`config.mk`:
```
export PLATFORM = sky130hd
export DESIGN_NAME = decoder_n_seq
export DESIGN_NICKNAME = d
export VERILOG_FILES = /design/src/rtl/decoder_pkg.sv /design/src/rtl/decoder_n_comb.sv /design/src/rtl/decoder_n_seq.sv
export SDC_FILE = /design/constraint.sdc
export NUM_CORES = 1
export LEC_CHECK = 0
export CAP_MARGIN = 20
export CELL_PAD_IN_SITES_DETAIL_PLACEMENT = 0
export CELL_PAD_IN_SITES_GLOBAL_PLACEMENT = 1
export CORE_MARGIN = 2
export CORE_UTILIZATION = 40
export DETAILED_ROUTE_END_ITERATION = 12
export GPL_ROUTABILITY_DRIVEN = 0
export PLACE_DENSITY = 0.85
export SETUP_SLACK_MARGIN = 0.3
export SYNTH_ARGS = -nofsm -noshare
export SYNTH_HDL_FRONTEND = slang
export SYNTH_SLANG_ARGS = --single-unit
```
`constraint.sdc`:
```
create_clock -name clk -period 6.35 [get_ports clk]
set_input_delay 1.5875 -clock clk [delete_from_list [all_inputs] [get_ports clk]]
set_output_delay 1.5875 -clock clk [all_outputs]
set_load 0.03 [all_outputs]
```
`src/rtl/decoder_pkg.sv`:
```
// rtl/decoder_pkg.sv - shared mode encodings and FSM state type for the registered decoder
package decoder_pkg;

  localparam logic [1:0] MODE_ONEHOT = 2'b00;
  localparam logic [1:0] MODE_THERMO = 2'b01;
  localparam logic [1:0] MODE_INV    = 2'b10;
  localparam logic [1:0] MODE_SCAN   = 2'b11;

  typedef enum logic {
    IDLE = 1'b0,
    SCAN = 1'b1
  } state_e;

endpackage

```
`src/rtl/decoder_n_comb.sv`:
```
// rtl/decoder_n_comb.sv - combinational code-to-word generator (one-hot, thermometer, inverted one-hot)
module decoder_n_comb
  import decoder_pkg::*;
#(
  parameter int IN_W = 2
) (
  input  logic [1:0]             mode,
  input  logic [IN_W-1:0]        code,
  output logic [(1<<IN_W)-1:0]   word
);

  localparam int OUT_W = 1 << IN_W;

  logic [OUT_W-1:0] onehot;
  logic [OUT_W-1:0] thermo;

  always_comb begin
    onehot = '0;
    thermo = '0;
    for (int i = 0; i < OUT_W; i++) begin
      onehot[i] = (code == IN_W'(i));
      thermo[i] = (IN_W'(i) <= code);
    end
  end

  // Scan steps are fed in as one-hot, so MODE_SCAN shares that encoding here.
  always_comb begin
    word = onehot;
    case (mode)
      MODE_THERMO: word = thermo;
      MODE_INV:    word = ~onehot;
      default:     word = onehot;
    endcase
  end

endmodule

```
`src/rtl/decoder_n_seq.sv`:
```
// rtl/decoder_n_seq.sv - registered IN_W-to-2**IN_W decoder with valid/ready handshake and scan mode
module decoder_n_seq
  import decoder_pkg::*;
#(
  parameter int IN_W = 2
) (
  input  logic                  clk,
  input  logic                  rst,
  input  logic                  en,
  input  logic                  in_valid,
  output logic                  in_ready,
  input  logic [IN_W-1:0]       in_code,
  input  logic [1:0]            mode,
  output logic                  out_valid,
  input  logic                  out_ready,
  output logic [(1<<IN_W)-1:0]  out,
  output logic                  scan_busy
);

  localparam int OUT_W = 1 << IN_W;

  state_e             state_q, state_d;
  logic [IN_W-1:0]    idx_q, idx_d;
  logic [IN_W-1:0]    target_q, target_d;
  logic [OUT_W-1:0]   out_q, out_d;
  logic               out_valid_q, out_valid_d;

  logic               in_fire;
  logic               out_fire;
  logic [1:0]         gen_mode;
  logic [IN_W-1:0]    gen_code;
  logic [OUT_W-1:0]   gen_word;

  assign in_ready  = en & (state_q == IDLE) & (~out_valid_q | out_ready);
  assign in_fire   = in_valid & in_ready;
  assign out_fire  = out_valid_q & out_ready;
  assign out       = out_q;
  assign out_valid = out_valid_q;
  assign scan_busy = (state_q == SCAN);

  // A new input owns the generator; otherwise it precomputes the next scan step.
  always_comb begin
    gen_mode = MODE_ONEHOT;
    gen_code = idx_q + IN_W'(1);
    if (in_fire) begin
      gen_mode = (mode == MODE_SCAN) ? MODE_ONEHOT : mode;
      gen_code = (mode == MODE_SCAN) ? '0 : in_code;
    end
  end

  decoder_n_comb #(
    .IN_W (IN_W)
  ) u_comb (
    .mode (gen_mode),
    .code (gen_code),
    .word (gen_word)
  );

  always_comb begin
    state_d     = state_q;
    idx_d       = idx_q;
    target_d    = target_q;
    out_d       = out_q;
    out_valid_d = out_valid_q;
    if (in_fire) begin
      out_d       = gen_word;
      out_valid_d = 1'b1;
      if (mode == MODE_SCAN) begin
        state_d  = SCAN;
        idx_d    = '0;
        target_d = in_code;
      end
    end else if (out_fire) begin
      if (state_q == SCAN && idx_q != target_q) begin
        idx_d = idx_q + IN_W'(1);
        out_d = gen_word;
      end else begin
        state_d     = IDLE;
        out_valid_d = 1'b0;
      end
    end
  end

  always_ff @(posedge clk or posedge rst) begin
    if (rst) begin
      state_q     <= IDLE;
      idx_q       <= '0;
      target_q    <= '0;
      out_q       <= '0;
      out_valid_q <= 1'b0;
    end else begin
      state_q     <= state_d;
      idx_q       <= idx_d;
      target_q    <= target_d;
      out_q       <= out_d;
      out_valid_q <= out_valid_d;
    end
  end

endmodule

```
Yosys cells after proc, flatten, opt, wreduce, memory -nomap -nowiden --
Cells that the tools add are included. W data, S select, Z words.
Operators by class: bitwise operators 8, $add $sub $neg 1, reductions and logical operators 9, order comparisons 4, multiplexer cells 17, equality and inequality tests 9
Operators by type and width (number):
- $mux W2 | 8
- $mux W4 | 3
- $eq A2 B2 Y1 const B | 4
- $pmux W4 S2 | 1
- $reduce_and A2 Y1 | 3
- $reduce_and A3 Y1 | 2
- $mux W1 | 5
- $and A1 B1 Y1 | 4
- $eq A2 B1 Y1 const B | 2
- $le A1 B2 Y1 const A | 2
- $le A2 B2 Y1 const A | 2
- $not A4 Y4 | 1
- $reduce_bool A2 Y1 | 2
- $add A2 B1 Y2 const B | 1
- $logic_not A2 Y1 | 1
- $ne A2 B1 Y1 const B | 1
- $ne A2 B2 Y1 | 1
- $ne A2 B2 Y1 const B | 1
- $not A1 Y1 | 2
- $logic_and A1 B1 Y1 | 1
- $or A1 B1 Y1 | 1
Storage, ports and cells: output and inout bits 7, bits of input ports 9, flip-flop bits (word level) 10

Longest topological paths before layout --
depth after elaboration 11, gate-level depth with buffers 10, depth with buffers taken out 9

Modules after synthesis --
Synthesis repeated with hierarchy kept, for this count alone.
Second synthesis, totals: cells, all modules 69, area, all modules 685.7 sq um
Modules (own cells, without submodules):
- decoder_n_seq | instances 1, sequential area each 250.2 sq um, cells an instance 48, area each 534.3 sq um
- decoder_n_comb | instances 1, sequential area each 0.0 sq um, cells an instance 21, area each 151.4 sq um

Least setup slack after synthesis --
No wires, ideal clock.
kind input -> output, start point input port out_ready, end point output port in_ready, cell stages on the path 2, data required time 4.762 ns, path buffers 0, slack 2.780 ns, arrival 1.982 ns, cell sequence nand2b_4 and2_2
On the way: longest elaborated chain between the ends 2
RTL lines:
- from (decl) | line decoder_n_seq.sv:15 | input logic out_ready,
- $or A1 B1 Y1 | line decoder_n_seq.sv:34 | assign in_ready = en & (state_q == IDLE) & (~out_valid_q | out_ready);
- $and A1 B1 Y1 | line decoder_n_seq.sv:34
- to (decl) | line decoder_n_seq.sv:11 | output logic in_ready,
No other way between the ends.

Worst setup path after layout --
Ends and elaborated chain as after synthesis.

==> key figures <==
Synthesis
  – Post-synthesis simple-gate area fraction: between 20 and 30%
  – Synth cell types: 35
  – Sequential area share after synthesis: between 30% and 40%
  – Syn. warnings: 0
  – Post-synthesis xor/xnor area fraction: under 10%
  – Adder-Cell Fraction of Synth Area: 3.29%
  – Avg Inst Size Synth: roughly 9.4 sq um
  – Multiplexer share of the synthesized area: a little over an eighth
  – Complex-gate fraction of the synthesized area: between 10% and 20%
  – Largest family of logic cells by synthesized area: simple AND/OR/NAND/NOR gates
  – Synthesized flop and latch total: 10
  – Cells after synthesis: 81
  – Mapped Nets: just over 90
  – Mapped Area: around 760 sq um

STA
  – Setup Viol. Count Final: 0
  – Slew Viols, Final: 0
  – Unrepaired setup endpoints after global routing: false
  – Final period util: approximately 73%
  – Worst slew margin: 75.3%
  – Setup Skew: 2.13 ps
  – Worst-Margin Slew: between 300 and 400 ps
  – Fmax: about 220 MHz
  – Hold_ws: 518 ps
  – Fin. Hold Viols: 0
  – Total negative setup slack: 0 ps
  – Crit path time final: roughly 4600 ps

Run status
  – Status: finished, final reports clean

Final layout
  – Fin nets: 109
  – Fraction of layout cells with a size suffix above 1: between 10% and 20%
  – Area grow syn2layout: 24.7%
  – Layout Cells excl Fill: around 120
  – Fillers: 187
  – Most frequent cells in the layout: clkdlybuf4s50_1, nand2_1, dfrtp_1
  – Commonest non-fill, non-tap cell in the layout: clkdlybuf4s50_1
  – # diodes: 0

Hold path
  – Hold Path Cell Cnt: 1
  – HP Class: register to register

Worst setup path
  – CP Data Required Time: approximately 4800 ps
  – Worst r2r dst: out[2]$_DFFE_PP0P_
  – Worst Setup End Kind: primary output
  – Worst r2r path cells: 9
  – Reg2reg start: scan_busy$_DFFE_PP0P_
  – Worst EP arrival: 3060 ps
  – CP endpoint: in_ready
  – CP Class: input port to primary output
  – Crit path from: out_ready
  – Flop2flop setup slack: about 3700 ps
  – CP Max Fanout: 5
  – Startpoint Class: input port

Floorplanning
  – Die Footprint: about 2300 sq um
  – FP Rows: 15
  – DIE HEIGHT: roughly 48 um
  – Die width: 47.6 um
  – I/O Pins: 16
  – Initial Util: 43.1%
  – Core area: around 1800 sq um

Pwr
  – Total power: 367 uW
  – Pwr Density: ~390 nW/um^2
  – Leak Pwr: between 0.0004 and 0.0005 uW
  – VDD IR max: around 0.22 mV

Clocking
  – CTS root buf: clkbuf_4
  – Worst-Skew Late Latency: ~260 ps
  – Clock sinks: 10
  – Clock transition at the registers of the reported paths: 70 ps
  – # resized after CTS: 0
  – TritonCTS buffer count: 3
  – Post-CTS setup buffers: 0
  – CTS H-tree depth: 1
  – Hold-fix buffers at CTS: 0
  – Max clock buf depth: 2
  – TritonCTS clock tree: built

Placement
  – Detailed placement HPWL: around 1200 um
  – Placed insts: 118
  – Port bufs: 15

GRT
  – Antenna violations before repair: 0
  – Largest net degree at the start of global routing: 11
  – First-pass GRT wire length: approximately 2600 um
  – Vias in the first global route: 578
  – GRT Overall Usage: about 16%
  – Total congestion overflow: 0

Job
  – # Max-Cap Violations: 0

Route
  – DRT iter0 DRCs: 17
  – Routed wire length: roughly 1600 um
  – Drt via density: approximately 5.1
  – Remaining antenna violation count after routing: 0
  – Wire per inst: 12.8 um
  – Via count: between 600 and 700
  – Detailed Routing Iterations Pass 1: 4
  – Remaining DRCs: 0
==> worst max-delay path, cell delays in order <==
cell and delay, ps:
clkdlybuf4s50_1 520, nand2b_4 160, and2_2 130, clkdlybuf4s50_1 660
==> final cells by class <==
type,count,area (sq um),share of cell area [%]
Sequential cell,10,250,26.4
Tap cell,25,31.3,3.30
Timing Repair Buffer,15,150,15.8
Clock buffer,4,36.3,3.83
Multi-Input combinational cell,64,465,49.1
Inverter,4,15.0,1.58
==> power breakdown <==
group	internal, uW	switching, uW
logic	90.9	100
clock network	34.8	22.3
registers	90.8	28.5
total	216	151
==> metrics by stage <==
stage / worst slack (ps) / cell area (sq um) / util, %
2_1_floorplan: 2780 / 761 / -
3_3_place_gp: 1720 / 912 / 51.7
3_5_place_dp: 1710 / 912 / 51.7
4_1_cts: 1700 / 948 / 53.8
5_1_grt: 1640 / 948 / 53.8
6_report: 1700 / 948 / 53.8
==> logic make-up after synthesis <==
family,after synthesis
AND/OR/NAND/NOR,36
AO/OA/AOI/OAI,16
flip-flops,10
multiplexers,8
buffers and inverters,7
XOR/XNOR,2
adder cells (fa/ha/maj),2
==> cell usage after synthesis <==
| cell type | count | share of area (%) |
|---|---|---|
| a21o_1 | 1 | 0.99 |
| mux2i_1 | 3 | 3.9 |
| nor2_1 | 6 | 3.0 |
| nand4_1 | 1 | 0.82 |
| a22oi_1 | 1 | 0.99 |
| mux2_4 | 1 | 2.0 |
| or2_2 | 1 | 0.82 |
| nand2_1 | 11 | 5.4 |
| a31o_2 | 2 | 2.3 |
| and3_4 | 1 | 1.5 |
| nand2b_1 | 1 | 0.82 |
| nand2b_4 | 1 | 1.8 |
| o22ai_1 | 1 | 0.82 |
| mux4_2 | 1 | 3.0 |
| o2111ai_1 | 1 | 1.2 |
| and3b_1 | 1 | 1.2 |
| a21oi_1 | 3 | 2.0 |
| o2bb2ai_1 | 2 | 2.3 |
| and2_2 | 1 | 0.99 |
| o21ai_0 | 2 | 1.3 |
| nor2b_4 | 1 | 1.8 |
| nand3b_1 | 2 | 2.0 |
| nand2_2 | 1 | 0.82 |
| dfrtp_1 | 10 | 33 |
| xor2_1 | 2 | 2.3 |
| nand3_1 | 5 | 3.3 |
| buf_4 | 1 | 0.99 |
| a21boi_0 | 1 | 0.99 |
| nor3b_1 | 1 | 0.99 |
| inv_1 | 4 | 2.0 |
| nor2b_1 | 2 | 1.6 |
| mux2_2 | 3 | 4.4 |
| buf_6 | 2 | 3.0 |
| a32o_1 | 2 | 2.6 |
| ha_1 | 2 | 3.3 |
==> sequential cells by signal (all words and copies together) (netlist names) <==
| name | flops |
|---|---|
| out | 4 |
| idx_q | 2 |
| target_q | 2 |
| out_valid | 1 |
| scan_busy | 1 |
==> worst min-delay path by stage <==
stage,end,slack [ps],from
6_report,out[2]$_DFFE_PP0P_,520,out[2]$_DFFE_PP0P_
5_1_grt,target_q[1]$_DFFE_PP0P_,540,target_q[1]$_DFFE_PP0P_
4_1_cts,out[2]$_DFFE_PP0P_,520,out[2]$_DFFE_PP0P_
3_5_place_dp,out[2]$_DFFE_PP0P_,500,out[2]$_DFFE_PP0P_
3_3_place_gp,out[2]$_DFFE_PP0P_,500,out[2]$_DFFE_PP0P_
2_1_floorplan,target_q[1]$_DFFE_PP0P_,500,target_q[1]$_DFFE_PP0P_
==> metal layers <==
metal	up-vias	share of wire, %	global-route usage (%)
li1	325	-	-
met3	2	4.2	1.13
met4	0	0.77	8.11
met5	-	0	0
met2	15	44	23.2
met1	282	51	24.5
No activity file was read; power rests on OpenSTA's default activity.
